$ cat config.mk
export PLATFORM = sky130hd
export DESIGN_NAME = instr_stepper
export DESIGN_NICKNAME = d
export VERILOG_FILES = /design/src/rtl/instr_stepper.sv
export SDC_FILE = /design/constraint.sdc
export NUM_CORES = 1
export LEC_CHECK = 0
export CAP_MARGIN = 20
export CORE_ASPECT_RATIO = 0.8
export CORE_UTILIZATION = 40
export CTS_BUF_LIST = sky130_fd_sc_hd__clkbuf_4 sky130_fd_sc_hd__clkbuf_8
export DETAILED_ROUTE_END_ITERATION = 7
export PLACE_DENSITY = 0.87
export SYNTH_ARGS = -nofsm -noshare
export SYNTH_HDL_FRONTEND = slang
export SYNTH_SLANG_ARGS = --single-unit
$ cat constraint.sdc
create_clock -name clk -period 3.3 [get_ports clk]
set_input_delay 0.66 -clock clk [delete_from_list [all_inputs] [get_ports clk]]
set_output_delay 0.66 -clock clk [all_outputs]
set_load 0.01 [all_outputs]
$ cat src/rtl/instr_stepper.sv
// instr_stepper: six-step one-hot sequencer, instruction register and step-strobe decoder.
// Optional STEP_SINGLE_EN parks in HOLD after S6 until a step_req pulse.
module instr_stepper #(
   parameter int STEPS = 6
) (
   input  logic       clk,
   input  logic       rst,
   input  logic       run,
   input  logic [7:0] bus,
   input  logic [3:0] flags,
`ifdef STEP_SINGLE_EN
   input  logic       step_req,
`endif
   output logic       seq1,
   output logic       seq2,
   output logic       seq3,
   output logic       seq4,
   output logic       seq5,
   output logic       seq6,
   output logic [7:0] ir,
   output logic       cpt4,
   output logic       cpt5,
   output logic       cpt6,
   output logic       LD4,
   output logic       LD5,
   output logic       ST4,
   output logic       ST5,
   output logic       DATA4,
   output logic       DATA5,
   output logic       DATA6,
   output logic       JMPR4,
   output logic       JMP4,
   output logic       JMP5,
   output logic       JCON4,
   output logic       JCON5,
   output logic       JCON6,
   output logic       CLR4,
   output logic       DISP4,
   output logic       halted
);
`ifdef STEP_SINGLE_EN
   typedef enum logic [2:0] {S1 = 3'd0, S2, S3, S4, S5, S6 = 3'(STEPS - 1), HOLD = 3'd6} state_t;
`else
   typedef enum logic [2:0] {S1 = 3'd0, S2, S3, S4, S5, S6 = 3'(STEPS - 1)} state_t;
`endif
   state_t state, next;
   logic [7:0] cls;
   logic s4, s5, s6;
   always_ff @(posedge clk or posedge rst)
      if (rst) begin
         state <= S1;
         ir    <= 8'h00;
      end else begin
         state <= next;
         if (run && state == S2) ir <= bus;
      end
   always_comb begin
`ifdef STEP_SINGLE_EN
      next = !run ? state : state == HOLD ? (step_req ? S1 : HOLD) : state == S6 ? HOLD : state_t'(state + 3'd1);
      halted = state == HOLD;
`else
      next = !run ? state : state == S6 ? S1 : state_t'(state + 3'd1);
      halted = 1'b0;
`endif
   end
   // cls is the one-hot non-ALU class; empty for ALU ops so classes never overlap
   always_comb begin
      seq1  = state == S1;
      seq2  = state == S2;
      seq3  = state == S3;
      seq4  = state == S4;
      seq5  = state == S5;
      seq6  = state == S6;
      s4    = seq4;
      s5    = seq5;
      s6    = seq6;
      cls   = ir[7] ? 8'h00 : 8'h01 << ir[6:4];
      cpt4  = s4 & ir[7];
      cpt5  = s5 & ir[7];
      cpt6  = s6 & ir[7];
      LD4   = s4 & cls[0];
      LD5   = s5 & cls[0];
      ST4   = s4 & cls[1];
      ST5   = s5 & cls[1];
      DATA4 = s4 & cls[2];
      DATA5 = s5 & cls[2];
      DATA6 = s6 & cls[2];
      JMPR4 = s4 & cls[3];
      JMP4  = s4 & cls[4];
      JMP5  = s5 & cls[4];
      JCON4 = s4 & cls[5];
      JCON5 = s5 & cls[5];
      JCON6 = s6 & cls[5] & |(ir[3:0] & flags);
      CLR4  = s4 & cls[6];
      DISP4 = s4 & cls[7];
   end
endmodule

After elaboration in Yosys (flattened, before gate mapping)
Index checks and enable logic that the tools add are counted.
Word-level totals
  bits in registers: 11
  bits in latches: 0
  memory bits (writable): 0
  memory bits (read-only): 0
  input port bits: 15
  output and inout bits: 33
  logic and storage cells: 34
  memories kept: 0
Cells by class
  add/subtract/negate cells: 1
  multipliers: 0
  div/mod/pow operators: 0
  $lt $le $gt $ge: 0
  eq/ne operators: 5
  shift operators: 1
  muxes and demuxes: 2
  bitwise gates (word level): 20
  reduce and logical (&&, ||, !) cells: 3
Operators with widths (number)
  bitwise AND 1 bit: 19
  two-way mux 8 bit: 1
  left shift 1 x 3 -> 8 bit (first input constant): 1
  equality test 3 x 2 -> 1 bit (second input constant): 2
  equality test 3 bit (second input constant): 2
  bitwise AND 4 bit: 1
  OR reduction 4 bit: 1
  adder 3 x 1 -> 3 bit (second input constant): 1
  equality test 3 x 1 -> 1 bit (second input constant): 1
  zero test 3 bit: 1
  two-way mux 3 bit: 1
  logical AND 1 bit: 1

Logic depth before layout (Yosys ltp)
  word-level depth: 4
  mapped depth: 5

Worst setup path before layout
OpenSTA, ideal clock, no wires.
  path type: register to output
  start: register ir[7]
  end: output JCON6
  data arrival time: 1218 ps
  required time: 2640 ps
  slack: 1422 ps
  cell stages (with the launch flop): 3
  path buffers: 0
  cells stage by stage: dfrtp_1 -> or3b_4 -> a2111oi_2
Between the ends
  longest elaborated chain between the ends: 3
RTL lines
  from (decl): RTL line 20  | output logic [7:0] ir,
  from (signal assigned): RTL line 55  | if (run && state == S2) ir <= bus;
  two-way mux 8 bit: RTL line 77  | cls = ir[7] ? 8'h00 : 8'h01 << ir[6:4];
  bitwise AND 1 bit (2 in a row): RTL line 93  | JCON6 = s6 & cls[5] & |(ir[3:0] & flags);
  to (decl): RTL line 36  | output logic JCON6,
Every way passes these cells.

Worst setup path after layout
  start: input flags[1]
  end: output JCON6
Between the ends
  longest elaborated chain between the ends: 3
RTL lines
  from (decl): RTL line 10  | input logic [3:0] flags,
  bitwise AND 4 bit: RTL line 93
  OR reduction 4 bit: RTL line 93
  bitwise AND 1 bit: RTL line 93
Every way passes these cells.

==> metrics.md <==
| Metric | Value |
|---|---|
| H-tree levels | `1` |
| Max Cap Viol | `0` |
| CTS buffer count | `3` |
| Final cell count without fillers | `136` |
| Hold WS | `0.572 ns` |
| Worst Hold Path EP | `ir[1]$_DFFE_PP0P_` |
| Endpoints failing hold | `0` |
| Period utilization | `85.3%` |
| Startpoint class of the critical path | `input port` |
| Gpl congestion | `0.677` |
| Clk sinks | `11` |
| First-pass GRT wire length | `3330 µm` |
| CP Data Arrival Time | `2.15 ns` |
| Placed cells | `132` |
| # rows | `13` |
| Ys flop type | `dfrtp_1` |
| Average wire per standard cell | `14.9 µm` |
| Asr flop ratio synth | `100%` |
| Pwr Density | `793 nW/µm²` |
| Postcts setup bufs | `0` |
| Post-Syn Area | `743 µm²` |
| Setup violations, final | `0` |
| Antenna Violating Nets Remaining | `0` |
| Die Height | `40.6 µm` |
| Max Root-Sink Buffers | `2` |
| Yosys top cell area share | `37.0%` |
| Worst reg2reg setup slack | `1.73 ns` |
| Buf/Inv on CP | `2` |
| Main area contributors after synthesis | `dfrtp_1 37%, mux2_4 16%, nor3_2 6.7%, buf_6 4.5%, nor2_1 4.0%` |
| Status | `complete, no violations` |
| Post-CTS Resized | `0` |
| Detailed Routing Iterations Pass 1 | `4` |
| Root Driver | `clkbuf_4` |
| Worst min-delay path class | `flop to flop` |
| CP peak stage delay | `0.59 ns` |
| Effective utilization at floorplan | `44.4%` |
| Syn. warnings | `0` |
| Worst-path cell chain | `clkdlybuf4s50_1, a22oi_1, a2111oi_2, clkdlybuf4s50_1` |
| Top cell family by delay on the critical path | `buffers and inverters` |
| Netlist cell types | `26` |
| Worst path most repeated cell | `clkdlybuf4s50_1` |
| Setup TNS | `0 ns` |
| Hold path depth | `1` |
| RSZ-0062 raised after global routing | `false` |
| FF-to-FF End | `ir[0]$_DFFE_PP0P_` |
| HP Start | `ir[1]$_DFFE_PP0P_` |
| Largest net degree at the start of global routing | `12` |
| Synthesized instance count | `69` |
| Synth area leader | `dfrtp_1` |
| Detailed placement HPWL | `1630 µm` |
| Layout area overhead | `63.5%` |
| Critical Path RT | `2.64 ns` |
| Crit Path Class | `input port to output pin` |
| Post-synth top cells | `11 x dfrtp_1, 8 x mux2_4, 8 x nor2_1, 5 x nor3_2` |
| Slew Limit Fails | `0` |
| Fin crit period | `2.81 ns` |
| Hold-fix buffer count after cts | `0` |
| Rel. slew slack | `62.7%` |
| Reg-to-Reg Start | `state[2]$_DFFE_PP0P_` |
| # DRC | `0` |
| Routed wire length | `2030 µm` |
| Worst-Skew Late Latency | `0.27 ns` |
| Seq cells post-synth | `11` |
| Most frequent cell after synthesis | `dfrtp_1` |
| Total core area | `1680 µm²` |
| Die W | `50.2 µm` |
| Routed via count | `674` |
| Inserted Diodes | `0` |
| I/O pins | `48` |
| Drt via density | `4.96` |
| Fillers | `131` |
| Final core utilization | `72.5%` |
| CTS tree | `done` |
| Measured slew at the worst slew-check pin | `0.559 ns` |
| All-Layer GR Usage | `24.3%` |
| Share of the yosys chip area belonging to registers | `37.0%` |
| Initial antenna violation count | `0` |
| Total grt overflow | `0` |
| Initial DRC Count | `2` |
| P_leak | `0.485 nW` |
| IR drop worst, VDD | `0.477 mV` |
| Vias in the first global route | `645` |
| Worst Clk Skew | `0.00344 ns` |
| Total Power | `963 µW` |
| Critical path endpoint category | `output pin` |
| CP max FO | `1` |
| Die ar. | `2040 µm²` |
| Post-Syn Nets | `85` |
| Clk slew on worst S/H paths | `0.07 ns` |
| Mean post-synth cell area | `10.8 µm²` |
| Crit-path slowest cell | `clkdlybuf4s50_1` |
| Fmax | `355 MHz` |
| I/O Buffers | `46` |
| EDFF count, synth | `0` |
| R2R depth | `2` |
| Fin nets | `131` |
| Share of cells above drive strength 1 | `17.5%` |
## per-stage QoR
stage                     cell area (µm²)  setup slack (ns)
after floorplan                       743              1.42
after global placement               1180             0.505
after detailed placement             1180             0.474
after CTS                            1210             0.474
after global routing                 1210             0.425
final                                1210             0.485
## placed cells by master, fill, tap and decap left out
cell type         n
a2111oi_2         1
a21o_1            1
a22oi_1           2
and2_1            4
and4bb_1          1
clkbuf_4          4
clkdlybuf4s50_1  46
clkinv_2          1
conb_1            1
dfrtp_1          11
ha_1              1
inv_1             4
mux2_4            8
nand2_1           2
nand2b_1          2
nand3b_1          2
nor2_1            8
nor3_1            2
nor3_2            5
nor3b_1           2
o22ai_1           1
or3_1             1
or3b_1            2
or3b_4            1
xor2_1            1
## per-layer routing
metal  up-vias  GRT usage [%]  wire length, µm
li1        323              -                -
met1       315           27.3              806
met2        32           42.7             1030
met3         4           8.71              144
met4         0           10.7               46
met5         -              0                0
## flip-flops by register name, indices dropped and copies added, names as in the netlist
| register | cells |
|---|---|
| ir | 8 |
| state | 3 |
## kinds of logic after synthesis
logic type      Yosys count  share of synthesized area, %
compound gates            5                          5.89
xor+xnor                  1                          1.18
fa+ha+maj                 1                          1.68
buf+inv                  10                          8.92
flops                    11                          37.0
mux                       8                          16.2
other cells               1                         0.505
simple gates             32                          28.6
## how the worst max path moves through the flow
stage / from / to / cells after the start / slack [ns]
after floorplan: ir[7]$_DFFE_PP0P_ / JCON6 / 2 / 1.42
after global routing: flags[1] / JCON6 / 4 / 0.42
after detailed placement: flags[1] / JCON6 / 4 / 0.47
final: flags[1] / JCON6 / 4 / 0.49
after CTS: flags[1] / JCON6 / 4 / 0.47
after global placement: flags[1] / JCON6 / 4 / 0.51
## report_power, final
group	leakage (nW)	total (mW)	internal [mW]	switching (mW)
Combinational	0.335	0.549	0.333	0.216
Sequential	0.132	0.313	0.203	0.110
Clock	0.0184	0.101	0.0550	0.0464
## area by class of cell
type / instances / area [µm²] / share of cell area (%)
clock buffers: 4 / 30.0 / 2.47
inverters: 5 / 20.0 / 1.65
multi-input cells: 48 / 402 / 33.1
flip-flops and latches: 11 / 275 / 22.7
well taps: 22 / 27.5 / 2.27
repair buffers: 46 / 460 / 37.9
No activity file was read; power rests on OpenSTA's default activity.
